File: src/rtl/flash_ctrl_param.sv
// Parallel NOR flash controller: word reads and single-location programming with
// internally generated bus timing, STS polling with timeout, and a split data bus.
module flash_ctrl_param #(
   parameter int          AW      = 24,
   parameter int          DW      = 8,
   parameter int          T_ACC   = 5,
   parameter int          T_WP    = 4,
   parameter logic [19:0] TIMEOUT = 20'd500000
) (
   input  logic          CLK_50MHZ,
   input  logic          RST,
   input  logic [AW-1:0] addr,
   input  logic [DW-1:0] data,
   input  logic          direction_rw,
   input  logic          fb_action,
   output logic [DW-1:0] rdata,
   output logic          busy,
   output logic          done,
   output logic          err,
   output logic          NF_CE,
   output logic          NF_OE,
   output logic          NF_WE,
   output logic          NF_RP,
   output logic          NF_WP,
   output logic          NF_BYTE,
   input  logic          NF_STS,
   output logic [AW-1:0] NF_A,
   output logic [DW-1:0] NF_D_OUT,
   input  logic [DW-1:0] NF_D_IN,
   output logic          NF_D_OE,
   output logic [3:0]    dbg_state
);

   // Handshake: fb_action is a single-clock request, accepted only when the FSM is
   // idle and the reset-recovery count has expired; busy rises the next clock and
   // falls the clock after the one-clock done pulse. Requests at other times are dropped.

   typedef enum logic [3:0] {
      S_IDLE,
      S_RD_SETUP,
      S_RD_WAIT,
      S_RD_END,
      S_WR_SETUP,
      S_WR_PULSE,
      S_WR_HOLD,
      S_POLL,
      S_PG_END
   } state_t;

   typedef enum logic [1:0] {
      PH_CMD_SETUP,
      PH_CMD_DATA,
      PH_READARRAY
   } phase_t;

   localparam int TMAX = (T_ACC > T_WP) ? T_ACC : T_WP;
   localparam int TCW  = $clog2(TMAX + 1);

   localparam logic [DW-1:0] CMD_PROGRAM    = DW'(8'h40);
   localparam logic [DW-1:0] CMD_READ_ARRAY = DW'(8'hFF);

   // NF_RP rises on the first clock; the following 4 clocks are recovery time.
   localparam logic [2:0] RP_RECOVERY = 3'd5;

   state_t          state;
   phase_t          phase;
   logic [TCW-1:0]  tcnt;
   logic [19:0]     poll_cnt;
   logic [2:0]      rec_cnt;
   logic [DW-1:0]   lat_data;

   assign NF_WP     = 1'b1;
   assign NF_BYTE   = (DW == 16);
   assign dbg_state = state;

   always_ff @(posedge CLK_50MHZ or negedge RST) begin
      if (!RST) begin
         state    <= S_IDLE;
         phase    <= PH_CMD_SETUP;
         tcnt     <= '0;
         poll_cnt <= '0;
         rec_cnt  <= RP_RECOVERY;
         lat_data <= '0;
         rdata    <= '0;
         busy     <= 1'b0;
         done     <= 1'b0;
         err      <= 1'b0;
         NF_CE    <= 1'b1;
         NF_OE    <= 1'b1;
         NF_WE    <= 1'b1;
         NF_RP    <= 1'b0;
         NF_A     <= '0;
         NF_D_OUT <= '0;
         NF_D_OE  <= 1'b0;
      end else begin
         NF_RP <= 1'b1;
         done  <= 1'b0;
         if (rec_cnt != 3'd0) rec_cnt <= rec_cnt - 3'd1;

         case (state)
            S_IDLE: begin
               if (fb_action && rec_cnt == 3'd0) begin
                  lat_data <= data;
                  err      <= 1'b0;
                  busy     <= 1'b1;
                  NF_A     <= addr;
                  NF_CE    <= 1'b0;
                  if (direction_rw) begin
                     phase    <= PH_CMD_SETUP;
                     NF_D_OUT <= CMD_PROGRAM;
                     NF_D_OE  <= 1'b1;
                     state    <= S_WR_SETUP;
                  end else begin
                     state <= S_RD_SETUP;
                  end
               end
            end

            S_RD_SETUP: begin
               NF_OE <= 1'b0;
               tcnt  <= TCW'(T_ACC - 1);
               state <= S_RD_WAIT;
            end

            S_RD_WAIT: begin
               if (tcnt == '0) begin
                  rdata <= NF_D_IN;
                  NF_OE <= 1'b1;
                  NF_CE <= 1'b1;
                  done  <= 1'b1;
                  state <= S_RD_END;
               end else begin
                  tcnt <= tcnt - TCW'(1);
               end
            end

            S_RD_END: begin
               busy  <= 1'b0;
               state <= S_IDLE;
            end

            S_WR_SETUP: begin
               NF_WE <= 1'b0;
               tcnt  <= TCW'(T_WP - 1);
               state <= S_WR_PULSE;
            end

            S_WR_PULSE: begin
               if (tcnt == '0) begin
                  NF_WE <= 1'b1;
                  NF_CE <= 1'b1;
                  state <= S_WR_HOLD;
               end else begin
                  tcnt <= tcnt - TCW'(1);
               end
            end

            // Data stays driven through the hold clock, then the bus is released
            // unless another write cycle follows immediately.
            S_WR_HOLD: begin
               NF_D_OE <= 1'b0;
               case (phase)
                  PH_CMD_SETUP: begin
                     phase    <= PH_CMD_DATA;
                     NF_D_OUT <= lat_data;
                     NF_D_OE  <= 1'b1;
                     NF_CE    <= 1'b0;
                     state    <= S_WR_SETUP;
                  end
                  PH_CMD_DATA: begin
                     poll_cnt <= '0;
                     state    <= S_POLL;
                  end
                  default: begin
                     done  <= 1'b1;
                     state <= S_PG_END;
                  end
               endcase
            end

            // The first two poll clocks ignore STS while the device asserts busy.
            S_POLL: begin
               if ((poll_cnt >= 20'd2) && NF_STS) begin
                  phase    <= PH_READARRAY;
                  NF_D_OUT <= CMD_READ_ARRAY;
                  NF_D_OE  <= 1'b1;
                  NF_CE    <= 1'b0;
                  state    <= S_WR_SETUP;
               end else if (poll_cnt == TIMEOUT - 20'd1) begin
                  err      <= 1'b1;
                  phase    <= PH_READARRAY;
                  NF_D_OUT <= CMD_READ_ARRAY;
                  NF_D_OE  <= 1'b1;
                  NF_CE    <= 1'b0;
                  state    <= S_WR_SETUP;
               end else begin
                  poll_cnt <= poll_cnt + 20'd1;
               end
            end

            S_PG_END: begin
               busy  <= 1'b0;
               state <= S_IDLE;
            end

            default: state <= S_IDLE;
         endcase
      end
   end

endmodule

File: config.mk
export PLATFORM = sky130hd
export DESIGN_NAME = flash_ctrl_param
export DESIGN_NICKNAME = d
export VERILOG_FILES = /design/src/rtl/flash_ctrl_param.sv
export SDC_FILE = /design/constraint.sdc
export NUM_CORES = 1
export LEC_CHECK = 0
export CAP_MARGIN = 25
export CORE_ASPECT_RATIO = 0.8
export CORE_UTILIZATION = 35
export CTS_CLUSTER_DIAMETER = 200
export DETAILED_ROUTE_END_ITERATION = 10
export SKIP_CTS_REPAIR_TIMING = 1
export SLEW_MARGIN = 10
export SYNTH_ARGS = -nofsm -noshare
export SYNTH_HDL_FRONTEND = slang
export SYNTH_SLANG_ARGS = --single-unit
File: constraint.sdc
create_clock -name CLK_50MHZ -period 2.3 [get_ports CLK_50MHZ]
set_input_delay 0.345 -clock CLK_50MHZ [delete_from_list [all_inputs] [get_ports CLK_50MHZ]]
set_output_delay 0.345 -clock CLK_50MHZ [all_outputs]
set_load 0.02 [all_outputs]
# ---- Yosys cells after proc, flatten, opt, wreduce, memory -nomap -nowiden
# Index checks and enable logic that the tools add are counted.
dict set report op_classes {
  add_sub_neg 3
  n_mul 0
  n_div 0
  magnitude_cmp 1
  eq_ne 22
  shifts 0
  muxes 47
  bitwise 0
  reduce_logical 30
}
# operator n
set op_table {}
lappend op_table {{2-to-1 mux 20 bit} 3}
lappend op_table {{2-to-1 mux 8 bit} 5}
lappend op_table {{case mux 20 bit (2 select lines)} 1}
lappend op_table {{case mux 4 bit (7 select lines)} 1}
lappend op_table {{case mux 8 bit (3 select lines)} 1}
lappend op_table {{adder 20 x 1 -> 20 bit, second input constant} 1}
lappend op_table {{equality test 20 x 19 -> 1 bit, second input constant} 1}
lappend op_table {{>= comparator 20 x 2 -> 1 bit, second input constant} 1}
lappend op_table {{2-to-1 mux 4 bit} 5}
lappend op_table {{inequality test 2 bit, second input constant} 10}
lappend op_table {{equality test 4 x 3 -> 1 bit, second input constant} 4}
lappend op_table {{AND reduction 4 bit} 4}
lappend op_table {{2-to-1 mux 1 bit} 14}
lappend op_table {{AND reduction 2 bit} 6}
lappend op_table {{2-to-1 mux 2 bit} 5}
lappend op_table {{case mux 1 bit (2 select lines)} 5}
lappend op_table {{AND reduction 5 bit} 2}
lappend op_table {{nonzero test 2 bit} 5}
lappend op_table {{case mux 3 bit (3 select lines)} 1}
lappend op_table {{nonzero test 3 bit} 3}
lappend op_table {{equality test 4 x 2 -> 1 bit, second input constant} 2}
lappend op_table {{case mux 4 bit (2 select lines)} 1}
lappend op_table {{logical NOT 3 bit} 2}
lappend op_table {{2-to-1 mux 3 bit} 2}
lappend op_table {{14 further kinds} 18}
dict set report totals {
  ff_bits 88
  latch_bits 0
  ramBits 0
  rom_bits 0
  out_inout_bits 54
  memories 0
}

# ---- Logic depth before layout (Yosys ltp)
dict set report depth {
  depth_word 4
  mapped_depth 9
  depth_no_buf 7
}

# ---- Worst setup path before layout
# Ideal clock, no wire load.
dict set report synth_timing {
  path_type {register to register}
  startpoint {register poll_cnt[0]}
  endpoint {register poll_cnt[6]}
  t_arrival_ns 2.012
  required_ns 2.234
  setup_slack_ns 0.222
  path_stages_with_launch 9
  path_buffers 1
  period_less_slack_ns 2.078
  path_cell_list {dfrtp_1 > inv_1 > ha_1 > nor4_1 > and4_4 > a21oi_4 > buf_4 > or4_1 > nand2_1}
}
dict set report synth_between {
  elab_chain_cells 4
  word_cells_on_any_way 10
}
# element line
set synth_rtl {}
lappend synth_rtl {{from (decl)} 68} ;# logic [19:0] poll_cnt;
lappend synth_rtl {{from (signal assigned)} 197} ;# poll_cnt <= poll_cnt + 20'd1;
lappend synth_rtl {{adder 20 x 1 -> 20 bit / >= comparator 20 x 2 -> 1 bit (equally long branches)} {197, 183}}
lappend synth_rtl {{2-to-1 mux 20 bit / logical AND 1 bit (equally long branches)} {189, 183}}
lappend synth_rtl {{2-to-1 mux 20 bit / inequality test 2 bit (equally long branches)} --}
lappend synth_rtl {{case mux 20 bit (2 select lines) / AND reduction 4 bit (equally long branches)} --}
# Several ways; a longest one is shown, not always the timed one. The select of a mux whose other input is x is not followed.
# A chain may end at the register's enable or synchronous reset.

# ---- Worst setup path in the final report
dict set report layout_timing {
  startpoint {register poll_cnt[0]}
  endpoint {register NF_D_OUT[7]}
}
dict set report layout_between {
  elab_chain_cells 4
  word_cells_on_any_way 7
}
# element line
set layout_rtl {}
lappend layout_rtl {{>= comparator 20 x 2 -> 1 bit} 183} ;# if ((poll_cnt >= 20'd2) && NF_STS) begin
lappend layout_rtl {{logical AND 1 bit} 183}
lappend layout_rtl {{inequality test 3 bit (no source line) / 2-to-1 mux 8 bit (equally long branches)} --}
lappend layout_rtl {{AND reduction 5 bit (no source line) / case mux 8 bit (3 select lines) (equally long branches)} --}
lappend layout_rtl {{to (signal assigned)} 165} ;# NF_D_OUT <= lat_data;
lappend layout_rtl {{to (decl)} 28} ;# output logic [DW-1:0] NF_D_OUT,
# Several ways; a longest one is shown, not always the timed one.

==> out/summary.txt <==
initial antenna violation count: 0
worst skew pair latency: 0.33 ns
drc violations: 0
share of cells above drive strength 1: 21.06%
slowest CP cell: or4_4
Starting Density: 36.24%
worst path cell trace: buf_4, ha_1, inv_1, or4_4, buf_4, nor2_4, o211ai_4, a211o_1
actual slew at the worst max-slew pin: 0.7728 ns
area of the mapped netlist: 0.004205 mm²
global route overflow: 0
setup tns final: 0 ns
CTS tree: yes
pwr/cell area: 1396 mW/mm²
failing checks: negative hold slack
Core Area: 0.01160 mm²
worst hold path type: input port to asynchronous set/reset pin
CTS Buffer Depth: 2
Num CTS Buffers: 9
final instance area: 0.005767 mm²
Final Wtd Congestion: 0.8094
Tot GR Track Use: 16.18%
fin crit share: 94.25%
max-slew violation count: 0
FMAX: 461.3 MHz
sequential fraction of the synthesis area: 52.51%
die height: 100.0 µm
Critical Setup Path Class: register to register
Netlist cell types: 59
H-tree level count: 3
Worst-path clk slew: 0.06 ns
RSZ-0062 raised after global routing: no
num ports: 99
worst-path maximum fanout: 4
area grow syn2layout: 37.13%
Core Rows: 35
most used cell, CP: buf_4
ANT nets after route: 0
startpoint types: register
FFs w/ async S/R, synth: 100.0%
chip width: 124.6 µm
diode count: 0
nets: 535
WP data arrival: 2.37 ns
Pleak: 0.002414 µW
endpoints failing setup: 0
VDD IR max: 0.5869 mV
Post-synth EDFFs: 0
DIE AREA: 0.01246 mm²
global-route wire length before repair: 16,390 µm
most frequent cells in the layout: clkdlybuf4s50_1 (95), dfrtp_1 (83), mux2_2 (41), nor2_1 (25), nand2_1 (21)
clock skew after layout: 0.01144 ns
Yosys Warn Count: 0
endpoints failing hold: 30
cell count after synthesis: 373
DR vias: 3,353
FF+latch area: 0.002208 mm²
Slew headroom: 47.93%
Most used DFF post-synth: dfrtp_1
via-per-instance ratio: 5.264
Design Power: 8052 µW
run status: finished, violations left
largest net degree at the start of global routing: 55
slowest stage delay, CP: 0.53 ns
Routed WL per cell: 15.72 µm
CTS Sinks: 88
vias in the first global route: 3,274
1st-iter DRT viols: 170
IO Port Bufs: 96
Crit path required time: 2.51 ns
CTS root buf: clkbuf_16
Final Util: 49.69%
area of the multi-input gates: 0.001871 mm²
number of max-cap violations: 0
Pre-antenna DRT Iters: 4
dpl cell area: 0.005415 mm²
min Tclk post-route: 2.168 ns
Worst setup EP type: register
R2R Setup Slk: 0.13 ns
hpwl dp: 6969 µm
register bit count reported by yosys: 88
commonest non-fill, non-tap cell in the layout: clkdlybuf4s50_1
number of fill cells: 1,037
Hold WS: -0.02751 ns
Mapped Avg Cell Area: 11.27 µm²
DRT Wirelength: 10,020 µm
[stage by stage]
step,cells,worst slack (ns)
finish,637,0.1322
CTS,635,-0.009731
floorplan,374,0.2219
detailed placement,619,-0.002180
global route,637,0.02410
global placement,619,0.06600
[worst max-delay path, delay by kind of cell (launching register included)]
family,cells,cell delay [ns]
and+or+nand+nor,2,0.69
AOI/OAI and AO/OA,2,0.44
DFF,1,0.39
buffers and inverters,3,0.36
adders and majority gates,1,0.16
[layout make-up]
| type | count | share of cell area (%) |
|---|---|---|
| Clock buffer | 10 | 3.971 |
| Multi-Input combinational cell | 253 | 32.44 |
| Inverter | 16 | 1.041 |
| Tap cell | 148 | 3.211 |
| Sequential cell | 88 | 38.29 |
| Clock inverter | 6 | 1.606 |
| Timing Repair Buffer | 116 | 19.44 |
[logic make-up after synthesis]
logic type | share of synthesized area, %
XOR/XNOR | 0.4166
buffers and inverters | 3.630
other | 0.1786
AO/OA/AOI/OAI | 13.81
multiplexers | 11.45
adder cells (fa/ha/maj) | 1.785
AND/OR/NAND/NOR | 16.22
flip-flops | 52.51
[cells in the mapped netlist (6+ instances only)]
master	instances	area, µm²
nor4_1	6	37.54
o21ai_0	11	55.05
a21oi_1	20	100.1
o211ai_1	10	75.07
o2bb2ai_1	6	52.55
or4_1	10	75.07
o31ai_1	6	45.04
inv_1	16	60.06
nor3_1	8	40.04
clkbuf_1	6	22.52
dfrtp_1	83	2077
nor2_1	25	93.84
nand3_1	11	55.05
nand4_1	7	43.79
ha_1	6	75.07
nand2_1	21	78.83
mux2_2	41	461.7
[metal layers]
metal,track usage (%),vias up,share of wire [%]
li1,-,1604,-
met1,23.38,1641,47
met2,24.39,108,45
met3,4.531,0,7.3
met4,2.873,0,0
met5,0,-,0
[flip-flops by register name (all words and copies together) (netlist names)]
| name | flops |
|---|---|
| NF_A | 24 |
| poll_cnt | 20 |
| NF_D_OUT | 8 |
| lat_data | 8 |
| rdata | 8 |
| dbg_state | 4 |
| rec_cnt | 3 |
| tcnt | 3 |
| phase | 2 |
| NF_CE | 1 |
| NF_D_OE | 1 |
| NF_OE | 1 |
| NF_RP | 1 |
| NF_WE | 1 |
| busy | 1 |
| done | 1 |
| err | 1 |
[report_power, final]
group	switching (µW)	internal, µW	total [µW]
clock	611	958	1570
combinational	1840	1820	3660
sequential	542	2280	2820
[worst paths after layout]
check                                         from                       to  cells after the start
min                                            RST   rec_cnt[1]$_DFFE_PN0P_                      1
max                        poll_cnt[0]$_DFFE_PN0P_  NF_D_OUT[7]$_DFFE_PN0P_                      8
min in group CLK_50MHZ           NF_OE$_DFFE_PN1P_        NF_OE$_DFFE_PN1P_                      2
max reg2reg                poll_cnt[0]$_DFFE_PN0P_  NF_D_OUT[7]$_DFFE_PN0P_                      8
max in group asynchronous                      RST        NF_CE$_DFFE_PN1P_                      2
min reg2reg                      NF_OE$_DFFE_PN1P_        NF_OE$_DFFE_PN1P_                      2
Power figures use the tool's default switching activity.
